--- src/rtl/trap_controller_pkg.sv ---
// Shared definitions for the machine-mode trap sequencer: CSR addresses,
// cause codes, sequencer states and the CSR ownership decode.
package trap_controller_pkg;

  localparam logic [11:0] CSR_MSTATUS = 12'h300;
  localparam logic [11:0] CSR_MTVEC   = 12'h305;
  localparam logic [11:0] CSR_MEPC    = 12'h341;
  localparam logic [11:0] CSR_MCAUSE  = 12'h342;
  localparam logic [11:0] CSR_MTVAL   = 12'h343;

  localparam logic [31:0] CAUSE_ILLEGAL          = 32'd2;
  localparam logic [31:0] CAUSE_LOAD_MISALIGNED  = 32'd4;
  localparam logic [31:0] CAUSE_STORE_MISALIGNED = 32'd6;

  localparam int MSTATUS_MIE_BIT  = 3;
  localparam int MSTATUS_MPIE_BIT = 7;

  typedef enum logic [1:0] {
    ST_RUN      = 2'd0,
    ST_FLUSH    = 2'd1,
    ST_REDIRECT = 2'd2
  } trap_state_e;

  function automatic logic csr_owned(input logic [11:0] addr);
    return (addr == CSR_MSTATUS) || (addr == CSR_MTVEC) || (addr == CSR_MEPC) ||
           (addr == CSR_MCAUSE)  || (addr == CSR_MTVAL);
  endfunction

endpackage

--- src/rtl/trap_controller_csr_file.sv ---
// Trap CSR storage (mstatus MIE/MPIE, mtvec, mepc, mcause, mtval) with
// combinational read mux; trap and MRET updates take priority over CSR writes.
module trap_csr_file
  import trap_controller_pkg::*;
#(
  parameter logic [31:0] RESET_MTVEC = 32'h0000_0004
) (
  input  logic        clk,
  input  logic        reset,
  input  logic        trap_accept,
  input  logic        mret_accept,
  input  logic [31:0] trap_pc,
  input  logic [31:0] trap_cause,
  input  logic [31:0] trap_tval,
  input  logic [11:0] csr_addr,
  input  logic        csr_we,
  input  logic [31:0] csr_wdata,
  output logic [31:0] csr_rdata,
  output logic        csr_hit,
  output logic [31:0] mtvec,
  output logic [31:0] mepc,
  output logic        mie
);

  localparam logic [31:0] MTVEC_INIT = RESET_MTVEC & 32'hFFFF_FFFC;

  logic        mie_reg;
  logic        mpie_reg;
  logic [31:0] mtvec_reg;
  logic [31:0] mepc_reg;
  logic [31:0] mcause_reg;
  logic [31:0] mtval_reg;

  always_ff @(posedge clk) begin
    if (reset) begin
      mie_reg    <= 1'b0;
      mpie_reg   <= 1'b0;
      mtvec_reg  <= MTVEC_INIT;
      mepc_reg   <= 32'd0;
      mcause_reg <= 32'd0;
      mtval_reg  <= 32'd0;
    end else if (trap_accept) begin
      mepc_reg   <= trap_pc & 32'hFFFF_FFFC;
      mcause_reg <= trap_cause;
      mtval_reg  <= trap_tval;
      mpie_reg   <= mie_reg;
      mie_reg    <= 1'b0;
    end else if (mret_accept) begin
      mie_reg    <= mpie_reg;
      mpie_reg   <= 1'b1;
    end else if (csr_we) begin
      // Low two bits of mtvec/mepc are hardwired zero (direct mode, 4-byte aligned).
      case (csr_addr)
        CSR_MSTATUS: begin
          mie_reg  <= csr_wdata[MSTATUS_MIE_BIT];
          mpie_reg <= csr_wdata[MSTATUS_MPIE_BIT];
        end
        CSR_MTVEC:  mtvec_reg  <= csr_wdata & 32'hFFFF_FFFC;
        CSR_MEPC:   mepc_reg   <= csr_wdata & 32'hFFFF_FFFC;
        CSR_MCAUSE: mcause_reg <= csr_wdata;
        CSR_MTVAL:  mtval_reg  <= csr_wdata;
        default: ;
      endcase
    end
  end

  always_comb begin
    csr_rdata = 32'd0;
    case (csr_addr)
      CSR_MSTATUS: begin
        csr_rdata[MSTATUS_MIE_BIT]  = mie_reg;
        csr_rdata[MSTATUS_MPIE_BIT] = mpie_reg;
      end
      CSR_MTVEC:  csr_rdata = mtvec_reg;
      CSR_MEPC:   csr_rdata = mepc_reg;
      CSR_MCAUSE: csr_rdata = mcause_reg;
      CSR_MTVAL:  csr_rdata = mtval_reg;
      default: ;
    endcase
  end

  assign csr_hit = csr_owned(csr_addr);
  assign mtvec   = mtvec_reg;
  assign mepc    = mepc_reg;
  assign mie     = mie_reg;

endmodule

--- src/rtl/trap_controller.sv ---
// Machine-mode trap sequencer: accepts exceptions/MRET from XB, flushes the
// front-end for FLUSH_CYCLES cycles, then hands a redirect PC to fetch.
module trap_controller
  import trap_controller_pkg::*;
#(
  parameter logic [31:0] RESET_MTVEC  = 32'h0000_0004,
  parameter int          FLUSH_CYCLES = 2
) (
  input  logic        clk,
  input  logic        reset,
  input  logic        xb_valid,
  input  logic [31:0] xb_pc,
  input  logic [31:0] xb_inst,
  input  logic [31:0] xb_addr,
  input  logic        exc_unsupported,
  input  logic        exc_illegal,
  input  logic        exc_load_misaligned,
  input  logic        exc_store_misaligned,
  input  logic        xb_mret,
  input  logic [11:0] csr_addr,
  input  logic        csr_we,
  input  logic [31:0] csr_wdata,
  output logic [31:0] csr_rdata,
  output logic        csr_hit,
  output logic        xb_kill,
  output logic        flush,
  output logic        stall,
  output logic        redirect_valid,
  output logic [31:0] redirect_pc,
  input  logic        redirect_ready,
  output logic        trap_taken,
  output logic        mstatus_mie
);

  localparam logic [3:0] CNT_INIT = 4'(FLUSH_CYCLES - 1);

  trap_state_e state_reg, state_next;
  logic [3:0]  cnt_reg, cnt_next;
  logic [31:0] target_reg, target_next;
  logic        trap_taken_reg;

  logic        in_run, exc_any, mret_req;
  logic        trap_accept, mret_accept, csr_we_ok;
  logic [31:0] trap_cause, trap_tval, mtvec, mepc;

  assign in_run      = (state_reg == ST_RUN);
  assign exc_any     = xb_valid & (exc_unsupported | exc_illegal |
                                   exc_load_misaligned | exc_store_misaligned);
  assign mret_req    = xb_valid & xb_mret;
  assign trap_accept = in_run & exc_any;
  assign mret_accept = in_run & mret_req & ~exc_any;
  assign xb_kill     = in_run & (exc_any | mret_req);
  assign csr_we_ok   = csr_we & ~xb_kill & in_run;

  always_comb begin
    trap_cause = CAUSE_STORE_MISALIGNED;
    trap_tval  = xb_addr;
    if (exc_unsupported | exc_illegal) begin
      trap_cause = CAUSE_ILLEGAL;
      trap_tval  = xb_inst;
    end else if (exc_load_misaligned) begin
      trap_cause = CAUSE_LOAD_MISALIGNED;
    end
  end

  trap_csr_file #(
    .RESET_MTVEC (RESET_MTVEC)
  ) u_csr (
    .clk         (clk),
    .reset       (reset),
    .trap_accept (trap_accept),
    .mret_accept (mret_accept),
    .trap_pc     (xb_pc),
    .trap_cause  (trap_cause),
    .trap_tval   (trap_tval),
    .csr_addr    (csr_addr),
    .csr_we      (csr_we_ok),
    .csr_wdata   (csr_wdata),
    .csr_rdata   (csr_rdata),
    .csr_hit     (csr_hit),
    .mtvec       (mtvec),
    .mepc        (mepc),
    .mie         (mstatus_mie)
  );

  always_comb begin
    state_next     = state_reg;
    cnt_next       = cnt_reg;
    target_next    = target_reg;
    flush          = 1'b0;
    stall          = 1'b0;
    redirect_valid = 1'b0;
    redirect_pc    = 32'd0;
    case (state_reg)
      ST_RUN: begin
        if (trap_accept || mret_accept) begin
          state_next  = ST_FLUSH;
          cnt_next    = CNT_INIT;
          target_next = trap_accept ? mtvec : mepc;
        end
      end
      ST_FLUSH: begin
        flush = 1'b1;
        stall = 1'b1;
        if (cnt_reg == 4'd0) state_next = ST_REDIRECT;
        else                 cnt_next   = cnt_reg - 4'd1;
      end
      ST_REDIRECT: begin
        stall          = 1'b1;
        redirect_valid = 1'b1;
        redirect_pc    = target_reg;
        if (redirect_ready) state_next = ST_RUN;
      end
      default: state_next = ST_RUN;
    endcase
  end

  always_ff @(posedge clk) begin
    if (reset) begin
      state_reg      <= ST_RUN;
      cnt_reg        <= 4'd0;
      target_reg     <= 32'd0;
      trap_taken_reg <= 1'b0;
    end else begin
      state_reg      <= state_next;
      cnt_reg        <= cnt_next;
      target_reg     <= target_next;
      trap_taken_reg <= trap_accept;
    end
  end

  assign trap_taken = trap_taken_reg;

endmodule

--- config.mk ---
export PLATFORM = sky130hd
export DESIGN_NAME = trap_controller
export DESIGN_NICKNAME = d
export VERILOG_FILES = /design/src/rtl/trap_controller_pkg.sv /design/src/rtl/trap_controller_csr_file.sv /design/src/rtl/trap_controller.sv
export SDC_FILE = /design/constraint.sdc
export NUM_CORES = 1
export LEC_CHECK = 0
export BUFFER_PORTS_ARGS = -buffer_cell sky130_fd_sc_hd__buf_2
export CAP_MARGIN = 30
export CORE_UTILIZATION = 23
export CTS_CLUSTER_DIAMETER = 30
export DETAILED_ROUTE_END_ITERATION = 7
export GPL_ROUTABILITY_DRIVEN = 0
export SYNTH_ARGS = -nofsm -noshare
export SYNTH_HDL_FRONTEND = slang
export SYNTH_SLANG_ARGS = --single-unit
export TNS_END_PERCENT = 10
--- constraint.sdc ---
create_clock -name clk -period 4.2 [get_ports clk]
set_input_delay 0.21 -clock clk [delete_from_list [all_inputs] [get_ports clk]]
set_output_delay 0.21 -clock clk [all_outputs]
set_load 0.005 [all_outputs]
==> out/qor.yml <==
global_route:
  use_met1_pct: 24.65
  track_usage_pct: 18.86
  use_met2_pct: 30.48
  top_usage_layer: "met2"
  antenna_found_initial: 3
  grt_pass1_wl_um: 55570
  grt_overflow: 0
  grt_start_max_net_pins: 82
  grt_pass1_vias: 9219
  met3_usage_pct: 3.398
detailed_routing:
  first_pass_iters: 8
  drc: 1
  antenna_left: 0
  vias_per_cell: 5.497
  drt_iter0_drc: 900
  vias: 9553
  wl_per_cell_um: 21.36
  drt-total-wl_um: 37130
floorplan:
  die_width_um: 197.1
  start_util_pct: 23.29
  ioPinCount: 221
  core_mm2: 0.03758
  die_area_mm2: 0.03883
  die_h_um: 197.1
  rows: 71
setup_path:
  required_ns: 3.99
  cp-start-kind: "flop"
  r2r-start: "state_reg[0]"
  path_class: "flop to primary output"
  timing.rr.end: "target_reg[2]"
  rrSetupSlack_ns: 1.49
  crit_path_max_fanout: 32
  critical_path_arrival_ns: 2.66
  r2r_cells: 8
  end_kind: "primary output"
timing:
  rsz0062_at_grt: "false"
  setup_tns_ns: 0
  fmax_mhz: 348.2
  relSlewSlack_pct: 35.47
  period_needed_ns: 2.872
  fin_skew_ns: 0.008932
  worstMarginPinSlew_ns: 0.9680
  hold_viol_final: 0
  period_share_pct: 68.38
  drv_slew: 0
  hold_ws_ns: 0.05792
  setup_viol: 0
hold_path:
  worstHoldPathType: "input pin to flop"
  min-delay-start: "csr_wdata[0]"
  min_path_cells: 3
  min_to: "u_csr.mcause_reg[0]"
cts:
  clockRootBuffer: "clkbuf_16"
  post_cts_resized: 0
  cts_max_path_buffers: 2
  cts_tree: "yes"
  hold_buffers: 0
  clkSinkCount: 163
  cts_setup_buffers: 0
  cts_max_level: 4
  cts_buffers: 17
  clk_pin_slew_worst_paths_ns: 0.07
  clk_latency_ns: 0.44
pwr:
  vdd_drop_max_uv: 292.7
  combPwrFrac_pct: 30.8
  p_sw_mw: 1.879
  power_frac_seq_pct: 37.7
  power_frac_clock_pct: 31.5
  p_per_area_mw_per_mm2: 459.8
  p_sw_share_pct: 37.41
  p_leak_nw: 4.129
  p_int_mw: 3.145
  p_total_mw: 5.024
layout:
  layout.cells.non_filler: 1738
  final_area_mm2: 0.01093
  drive_above_1_share_pct: 24.41
  fin_nets: 1367
  syn2layout_area_growth_pct: 24.86
run_status:
  outcome: "finished with violations"
  failed_checks: "DRC"
yosys:
  synth_top_cell_area_share_pct: 37.29
  ys.warnings.count: 0
  synth_area_leaders: "dfxtp_1, mux2i_1, o21ai_0, a21oi_1, clkbuf_1"
  synth_cell_types: 52
  synth_edf_count: 0
  syn_area_mm2: 0.008751
  yosysSeqAreaShare_pct: 37.29
  synthArstFlopShare_pct: 0
  yosys_most_used_dff: "dfxtp_1"
  yosysTopAreaCell: "dfxtp_1"
  syn_inst: 1073
  avgSynthCellArea_um2: 8.156
  ys_ff_latch: 163
placement:
  port_buffers: 216
  dp_hpwl_um: 24090
  placed_cells: 1704
  place_area_mm2: 0.01035
job:
  drv_cap: 0
-- final cells by class --
| cell class | count | area, um2 |
|---|---|---|
| inverters | 12 | 45.04 |
| multi-input cells | 772 | 5035 |
| clock inverters | 13 | 122.6 |
| clock buffers | 19 | 452.9 |
| diodes | 2 | 5.005 |
| flip-flops and latches | 163 | 3263 |
| fillers | 3997 | 26650 |
| repair buffers | 246 | 1364 |
| well taps | 511 | 639.4 |
-- how the worst max path moves through the flow --
| stage | endpoint | cells after the start | startpoint |
|---|---|---|---|
| after global placement | u_csr.mtval_reg[18] | 6 | csr_addr[10] |
| after floorplan | u_csr.mtval_reg[12] | 7 | csr_addr[5] |
| after detailed placement | u_csr.mtval_reg[18] | 6 | csr_addr[10] |
| final | xb_kill | 7 | state_reg[0] |
| after global routing | xb_kill | 7 | state_reg[0] |
| after CTS | xb_kill | 7 | state_reg[1] |
-- layout by cell type (no fill, tap or decap), types with 40 or more instances in the layout --
cell	synthesis	layout
a311oi_1	40	40
nand2_1	57	55
nand3_1	76	75
buf_2	9	214
mux2i_1	65	65
a21oi_1	97	96
o21ai_0	111	111
dfxtp_1	163	163
nor2_1	71	68
-- worst max-delay path, stage by stage (launching register included) --
cell and delay (ns):
dfxtp_1 0.33, inv_1 0.08, ha_1 0.44, and2_2 0.27, buf_4 0.45, o21ai_4 0.32, inv_1 0.19, buf_2 0.13
-- synth_stat cells, types with 2 or more instances --
cell	number
o21a_1	2
nor2_1	71
buf_6	3
nor3_1	4
inv_1	12
nand4bb_1	2
o311a_1	12
o31ai_1	32
buf_1	2
a311oi_1	40
clkbuf_1	111
nand2_1	57
or3_1	3
mux2i_1	65
a222oi_1	21
or2_2	2
a22oi_1	29
o21ai_0	111
a311o_1	20
nand3b_1	4
a21oi_1	97
nor3b_1	3
buf_2	9
nor4_1	6
or4_1	14
nand4_1	31
buf_4	2
nand3_1	76
ha_1	5
a32o_1	2
a211oi_1	5
and3_1	5
and2_1	33
dfxtp_1	163
nor4_2	2
-- cells by family after synthesis --
kind of cell	synth area share, %
compound gates	29.23
fa+ha+maj	0.7149
buf+inv	6.434
flops	37.29
mux	7.564
other cells	0.04285
simple gates	18.73
-- per-layer routing --
layer | up-vias | wire [um]
li1 | 4360 | -
met1 | 4659 | 16340
met2 | 466 | 17150
met3 | 64 | 2536
met4 | 4 | 1077
met5 | - | 25
-- stage by stage --
step	worst slack (ns)	utilization, %
finish	1.328	29.08
global route	1.268	29.06
CTS	1.354	29.06
detailed placement	1.206	27.53
global placement	1.271	27.39
floorplan	2.020	-
-- power groups by stage --
stage / Combinational, mW / Clock [mW] / Sequential [mW]
global placement: 1.47 / 0 / 1.92
global route: 1.67 / 1.67 / 1.92
detailed placement: 1.53 / 0 / 1.93
CTS: 1.54 / 1.60 / 1.89
floorplan: 0.942 / 0 / 1.88
finish: 1.55 / 1.58 / 1.90
Note: power is estimated with default switching activity, not from simulation.
